## config.mk

```make
export PLATFORM = sky130hd
export DESIGN_NAME = next_kb_device_flat
export DESIGN_NICKNAME = d
export VERILOG_FILES = /design/src/rtl/next_kb_pkg.sv /design/src/rtl/next_kb_if.sv /design/src/rtl/next_kb_event_fifo.sv /design/src/rtl/next_kb_device.sv /design/src/flat_wrapper.sv
export SDC_FILE = /design/constraint.sdc
export NUM_CORES = 1
export LEC_CHECK = 0
export CAP_MARGIN = 0
export CORE_ASPECT_RATIO = 1.2
export CORE_MARGIN = 1.5
export CORE_UTILIZATION = 50
export DETAILED_ROUTE_END_ITERATION = 6
export PLACE_DENSITY = 0.67
export SKIP_CTS_REPAIR_TIMING = 1
export SLEW_MARGIN = 20
export SYNTH_ARGS = -nofsm -noshare
export SYNTH_HDL_FRONTEND = slang
export SYNTH_SLANG_ARGS = --single-unit
```

## constraint.sdc

```tcl
create_clock -name clk -period 3.9 [get_ports clk]
set_input_delay 0.39 -clock clk [delete_from_list [all_inputs] [get_ports clk]]
set_output_delay 0.39 -clock clk [all_outputs]
set_load 0.05 [all_outputs]
```

## src/rtl/next_kb_pkg.sv

```systemverilog
// next_kb_pkg: command constants, frame sizes, response field offsets and FSM states for the NeXT keyboard endpoint
package next_kb_pkg;
    localparam int HOST_BITS = 9;
    localparam int RESP_BITS = 21;
    localparam int TX_BITS = RESP_BITS + 2;
    localparam logic [HOST_BITS-1:0] CMD_QUERY = 9'h010;
    localparam logic [1:0] CMD_LED_PREFIX = 2'b11;
    localparam int RESP_CODE_LSB = 0;
    localparam int RESP_UP_BIT = 7;
    localparam int RESP_MODS_LSB = 8;
    localparam int RESP_VALID_BIT = 16;
    typedef enum logic [2:0] {ST_IDLE, ST_RX_START, ST_RX_DATA, ST_RX_STOP, ST_TURN, ST_TX} state_e;
    function automatic logic [RESP_BITS-1:0] resp_word(input logic vld, input logic [15:0] ev);
        logic [RESP_BITS-1:0] r;
        r = '0;
        r[RESP_CODE_LSB +: 7] = ev[6:0];
        r[RESP_UP_BIT] = ev[7];
        r[RESP_MODS_LSB +: 8] = ev[15:8];
        r[RESP_VALID_BIT] = 1'b1;
        return vld ? r : '0;
    endfunction
endpackage

```

## src/rtl/next_kb_if.sv

```systemverilog
// next_kb_if: key-event valid/ready handshake from a scanner (master) into the keyboard endpoint (slave)
interface next_kb_if;
    logic [6:0] code;
    logic       up;
    logic [7:0] mods;
    logic       valid;
    logic       ready;
    modport master(output code, up, mods, valid, input ready);
    modport slave(input code, up, mods, valid, output ready);
endinterface

```

## src/rtl/next_kb_event_fifo.sv

```systemverilog
// next_kb_event_fifo: synchronous FIFO with valid/ready on both sides and an occupancy count
module next_kb_event_fifo #(
    parameter int W = 16,
    parameter int DEPTH = 8
) (
    input  logic                   clk,
    input  logic                   hw_reset_n,
    input  logic [W-1:0]           in_data,
    input  logic                   in_valid,
    output logic                   in_ready,
    output logic [W-1:0]           out_data,
    output logic                   out_valid,
    input  logic                   out_ready,
    output logic [$clog2(DEPTH):0] count
);
    localparam int AW = $clog2(DEPTH);
    logic [W-1:0] mem_q [DEPTH];
    logic [AW-1:0] wr_q, wr_d, rd_q, rd_d;
    logic [AW:0] count_q, count_d;
    logic push, pop;
    // ready is forced low while reset is held so nothing is accepted mid-reset
    always_comb begin
        in_ready = hw_reset_n && count_q != (AW+1)'(DEPTH);
        out_valid = count_q != '0;
        out_data = mem_q[rd_q];
        push = in_valid && in_ready;
        pop = out_ready && out_valid;
        wr_d = push ? wr_q + 1'b1 : wr_q;
        rd_d = pop ? rd_q + 1'b1 : rd_q;
        count_d = count_q + (AW+1)'(push) - (AW+1)'(pop);
    end
    always_ff @(posedge clk) begin
        if (!hw_reset_n) begin
            wr_q <= '0;
            rd_q <= '0;
            count_q <= '0;
        end else begin
            wr_q <= wr_d;
            rd_q <= rd_d;
            count_q <= count_d;
        end
    end
    always_ff @(posedge clk)
        if (push) mem_q[wr_q] <= in_data;
    assign count = count_q;
endmodule

```

## src/rtl/next_kb_device.sv

```systemverilog
// next_kb_device: NeXT keyboard-side serial endpoint; define NEXT_KB_LED_EN to decode LED_SET frames
module next_kb_device
    import next_kb_pkg::*;
#(
    parameter int BIT_CLKS = 1424,
    parameter int FIFO_DEPTH = 8
) (
    input  logic                        clk,
    input  logic                        hw_reset_n,
    input  logic                        to_kb,
    output logic                        from_kb,
    next_kb_if.slave                    key,
    output logic [1:0]                  leds,
    output logic                        cmd_err,
    output logic [$clog2(FIFO_DEPTH):0] fifo_count
);
`ifdef NEXT_KB_LED_EN
    localparam bit LED_EN = 1'b1;
`else
    localparam bit LED_EN = 1'b0;
`endif
    localparam int CW = $clog2(2 * BIT_CLKS);
    state_e state_q, state_d;
    logic [CW-1:0] cnt_q, cnt_d, last;
    logic [4:0] bit_q, bit_d;
    logic [HOST_BITS-1:0] rx_q, rx_d;
    logic [TX_BITS-1:0] tx_q, tx_d;
    logic [1:0] leds_q, leds_d;
    logic err_q, err_d;
    logic sync1_q, sync_q, prev_q;
    logic tick, fall, stop, is_query, is_led, enter_tx, ev_valid, pop;
    logic [15:0] ev_data;
    next_kb_event_fifo #(.W(16), .DEPTH(FIFO_DEPTH)) u_fifo (
        .clk(clk), .hw_reset_n(hw_reset_n),
        .in_data({key.mods, key.up, key.code}), .in_valid(key.valid), .in_ready(key.ready),
        .out_data(ev_data), .out_valid(ev_valid), .out_ready(pop), .count(fifo_count)
    );
    always_ff @(posedge clk) begin
        if (!hw_reset_n) begin
            state_q <= ST_IDLE;
            cnt_q <= '0;
            bit_q <= '0;
            rx_q <= '0;
            tx_q <= '1;
            leds_q <= '0;
            err_q <= 1'b0;
            sync1_q <= 1'b1;
            sync_q <= 1'b1;
            prev_q <= 1'b1;
        end else begin
            state_q <= state_d;
            cnt_q <= cnt_d;
            bit_q <= bit_d;
            rx_q <= rx_d;
            tx_q <= tx_d;
            leds_q <= leds_d;
            err_q <= err_d;
            sync1_q <= to_kb;
            sync_q <= sync1_q;
            prev_q <= sync_q;
        end
    end
    always_comb begin
        last = state_q == ST_RX_START ? CW'(BIT_CLKS / 2 - 1) :
               state_q == ST_TURN ? CW'(2 * BIT_CLKS - 1) : CW'(BIT_CLKS - 1);
        tick = cnt_q == last;
        fall = prev_q && !sync_q;
        is_query = rx_q == CMD_QUERY;
        is_led = LED_EN && rx_q[HOST_BITS-1 -: 2] == CMD_LED_PREFIX;
    end
    always_comb begin
        state_d = state_q;
        case (state_q)
            ST_IDLE:     if (fall) state_d = ST_RX_START;
            ST_RX_START: if (tick) state_d = sync_q ? ST_IDLE : ST_RX_DATA;
            ST_RX_DATA:  if (tick && bit_q == 5'(HOST_BITS - 1)) state_d = ST_RX_STOP;
            ST_RX_STOP:  if (tick) state_d = (sync_q && is_query) ? ST_TURN : ST_IDLE;
            ST_TURN:     if (tick) state_d = ST_TX;
            ST_TX:       if (tick && bit_q == 5'(TX_BITS - 1)) state_d = ST_IDLE;
            default:     state_d = ST_IDLE;
        endcase
    end
    // from_kb is the LSB of a shift register that refills with ones, so idle and reset drive high
    always_comb begin
        stop = state_q == ST_RX_STOP && tick;
        enter_tx = state_q == ST_TURN && tick;
        pop = enter_tx && ev_valid;
        cnt_d = (tick || state_q == ST_IDLE) ? '0 : cnt_q + 1'b1;
        bit_d = (state_q == ST_RX_DATA || state_q == ST_TX) ? (tick ? bit_q + 1'b1 : bit_q) : '0;
        rx_d = (state_q == ST_RX_DATA && tick) ? {sync_q, rx_q[HOST_BITS-1:1]} : rx_q;
        tx_d = enter_tx ? {1'b1, resp_word(ev_valid, ev_data), 1'b0} :
               (state_q == ST_TX && tick) ? {1'b1, tx_q[TX_BITS-1:1]} : tx_q;
        leds_d = (stop && sync_q && is_led) ? rx_q[1:0] : leds_q;
        err_d = stop && !(sync_q && (is_query || is_led));
    end
    assign from_kb = tx_q[0];
    assign leds = leds_q;
    assign cmd_err = err_q;
endmodule

```

## src/flat_wrapper.sv

```systemverilog
// flat-port wrapper written by rule: the top's interface ports become plain ports
module next_kb_device_flat import next_kb_pkg::*;
#(
    parameter int BIT_CLKS = 1424,
    parameter int FIFO_DEPTH = 8
)
  (clk, hw_reset_n, to_kb, from_kb, leds, cmd_err, fifo_count, key_code, key_up, key_mods, key_valid, key_ready);
  next_kb_if key_i ();
  input  logic clk;
  input  logic hw_reset_n;
  input  logic to_kb;
  output logic from_kb;
  output logic [1:0] leds;
  output logic cmd_err;
  output logic [$clog2(FIFO_DEPTH):0] fifo_count;
  input wire logic [$bits(key_i.code)-1:0] key_code;
  input wire logic [$bits(key_i.up)-1:0] key_up;
  input wire logic [$bits(key_i.mods)-1:0] key_mods;
  input wire logic [$bits(key_i.valid)-1:0] key_valid;
  output wire logic [$bits(key_i.ready)-1:0] key_ready;
  assign key_i.code = key_code;
  assign key_i.up = key_up;
  assign key_i.mods = key_mods;
  assign key_i.valid = key_valid;
  assign key_ready = key_i.ready;
  next_kb_device #(.BIT_CLKS(BIT_CLKS), .FIFO_DEPTH(FIFO_DEPTH)) u_core (.clk(clk), .hw_reset_n(hw_reset_n), .to_kb(to_kb), .from_kb(from_kb), .key(key_i), .leds(leds), .cmd_err(cmd_err), .fifo_count(fifo_count));
endmodule
```

==> impl_metrics.json <==
{
  "finalWirelength_microns": 16200,
  "placed_area_sq_mm": 0.00869,
  "synth_seq_cells": 196,
  "synth_top_area_share_pct": 47.2,
  "synthSimpleGateAreaFrac_pct": 9.28,
  "postRouteAntennaNets": 0,
  "max_cap_viol_count": 0,
  "syn-cell-area_sq_mm": 0.00815,
  "pre_cts_slack_ps": 876,
  "max_freq_ghz": 0.327,
  "slowest_stage": "dfxtp_1",
  "dp_cells": 820,
  "ys.warnings.count": 0,
  "setup_viol": 0,
  "clk_pin_slew_ps": 70,
  "total_power_mw": 4.47,
  "outcome": "completed",
  "ios": 29,
  "crit_type": "reg -> reg",
  "slew_violations": 0,
  "gp_congestion": 0.822,
  "hold_ws_ps": 418,
  "core-area_sq_mm": 0.0158,
  "rrSetupSlack_ps": 840,
  "synth_ff_type": "edfxtp_1",
  "period_share_pct": 78.4,
  "nets": 663,
  "grt_max_degree": 32,
  "areaGrowthSynthToFinish_pct": 14.8,
  "avgSynthCellArea_sq_um": 13.5,
  "cts_tree": "yes",
  "synth_area_leaders": "edfxtp_1 (47%), dfxtp_1 (17%), mux4_2 (5.5%)",
  "port_buffers": 26,
  "rsz0062_at_grt": "no",
  "ys_seq_area_share_pct": 63.9,
  "synth_most_common_cell": "edfxtp_1",
  "muxShareOfSynthArea_pct": 11.0,
  "die_w_microns": 120,
  "avgViaCountPerCell": 5.93,
  "grt_pass1_vias": 4969,
  "startpoint_type": "flop",
  "async_flop_share_pct": 0,
  "die-area_sq_mm": 0.0171,
  "worst_path_largest_cell_delay_ps": 620,
  "clock_path_buffers": 2,
  "power.density_mw_per_mm2": 477,
  "critical_path_peak_fanout": 16,
  "fin_util_pct": 59.3,
  "finalSetupTns_ps": 0,
  "htree_levels": 4,
  "wl_per_cell_microns": 19.0,
  "grt-ovfl-total": 0,
  "finalWorstSetupSlack_ps": 844,
  "final-hold-violation-count": 0,
  "grt_usage_pct": 19.7,
  "arrival_ps": 3360,
  "cp.required_ps": 4210,
  "max_slew_margin_pct": 38.3,
  "drive_gt1_share_pct": 18.3,
  "ir_drop_uv": 309,
  "drt_iter0_drc": 385,
  "grt_pass1_wl_microns": 25500,
  "clock_latency_ps": 430,
  "yosys.area_share.xor_xnor_pct": 1.83,
  "yosys.area.top_type": "edfxtp_1",
  "dp_hpwl_microns": 10100,
  "die_y_microns": 143,
  "initial_utilization_pct": 51.7,
  "cts_sinks": 196,
  "drc": 0,
  "worstPathCellList": "xnor2_1 > or4b_4 > a2111oi_4 > buf_4 > nand3_1 > ha_1 > a21o_1 > a21oi_1 > xnor2_1 > nor2_1",
  "via_count": 5053,
  "crit_path_end_kind": "flop",
  "root_buffer": "clkbuf_16",
  "rows": 50,
  "tightest_slew_ps": 924,
  "fillers": 1240,
  "synth_top_family_by_area": "multiplexers",
  "min_period_ps": 3060,
  "yosys.cell_types.count": 59,
  "synth-edff-count": 128,
  "numCtsBuffers": 17,
  "num_antenna_cells": 0,
  "multi_input_area_sq_mm": 0.00279,
  "synthAdderAreaFrac_pct": 1.94,
  "synth-compound-area-share_pct": 9.69,
  "syn_inst": 604,
  "total_leakage_power_nw": 2.99,
  "clock-skew-final_ps": 8.52,
  "hp-class": "reg -> reg",
  "ff_latch_area_sq_mm": 0.00521,
  "final_cells": 852,
  "drtPass1Iterations": 5,
  "grt_antenna_before_repair": 0,
  "crit_path_frequent_cell": "xnor2_1",
  "synth_common_cells": "edfxtp_1 (128), dfxtp_1 (68), o21ai_0 (37)",
  "fin_area_sq_mm": 0.00935
}
-- critical path: cells and delay by family (launching register included) --
kind	cells	cell delay (ps)
adder cells (fa/ha/maj)	1	310
XOR/XNOR	2	300
flip-flops	1	620
buffers and inverters	1	290
AO/OA/AOI/OAI	3	660
AND/OR/NAND/NOR	3	730
-- sequential cells by signal (all words and copies together) (netlist names), named ones only --
name,flops
u_core.bit_q,5
u_core.cnt_q,12
u_core.u_fifo.count,4
u_core.state_q,3
u_core.sync_q,1
u_core.cmd_err,1
u_core.u_fifo.rd_q,3
u_core.rx_q,9
u_core.sync1_q,1
u_core.u_fifo.wr_q,3
u_core.prev_q,1
u_core.tx_q,22
u_core.u_fifo.mem_q,128
-- power breakdown --
group	total, mW	switching (mW)	leakage [nW]	internal, mW
registers	2.29	0.0280	1.71	2.26
clock network	1.90	0.799	0.319	1.10
logic	0.276	0.168	0.965	0.109
total	4.47	0.995	2.99	3.47
-- cell families after synthesis --
| logic type | count (synthesis) |
|---|---|
| buffers and inverters | 48 |
| multiplexers | 60 |
| XOR/XNOR | 17 |
| other | 1 |
| AND/OR/NAND/NOR | 145 |
| flip-flops | 196 |
| adder cells (fa/ha/maj) | 12 |
| AO/OA/AOI/OAI | 125 |
-- cells in the final DEF, fill, tap and decap left out, drive strengths merged, types with 7 or more instances in the layout --
| cell | count |
|---|---|
| ha | 11 |
| and2 | 9 |
| nand3 | 21 |
| nand2 | 32 |
| mux2 | 35 |
| nand2b | 9 |
| dfxtp | 68 |
| a31oi | 10 |
| a21oi | 28 |
| inv | 19 |
| buf | 17 |
| o22ai | 12 |
| nor2 | 32 |
| mux4 | 20 |
| a2111oi | 7 |
| xor2 | 12 |
| clkbuf | 17 |
| o211ai | 15 |
| edfxtp | 128 |
| o21ai | 37 |
| clkdlybuf4s50 | 26 |
-- final timing paths --
| kind | endpoint | from | cells after the start |
|---|---|---|---|
| max | u_core.u_fifo.count[3] | u_core.state_q[2] | 10 |
| min | u_core.sync_q | u_core.sync1_q | 1 |
| max reg2reg | u_core.u_fifo.count[3] | u_core.state_q[2] | 10 |
| min reg2reg | u_core.sync_q | u_core.sync1_q | 1 |
-- per-layer routing --
| layer | track usage [%] | part of all wire (%) | up-vias |
|---|---|---|---|
| met5 | 0 | 0 | - |
| met4 | 6.58 | 1.8 | 0 |
| met3 | 4.39 | 3.6 | 24 |
| met2 | 34.9 | 52 | 114 |
| met1 | 23.8 | 43 | 2558 |
| li1 | - | - | 2357 |
-- layout make-up --
class,count,share of cell area (%)
clock inverter,15,2.51
sequential,196,55.7
timing repair buffer,43,4.15
inverter,12,0.482
clock buffer,17,4.55
multi-input combinational,361,29.9
tap,208,2.78
Note: power is estimated with default switching activity, not from simulation.
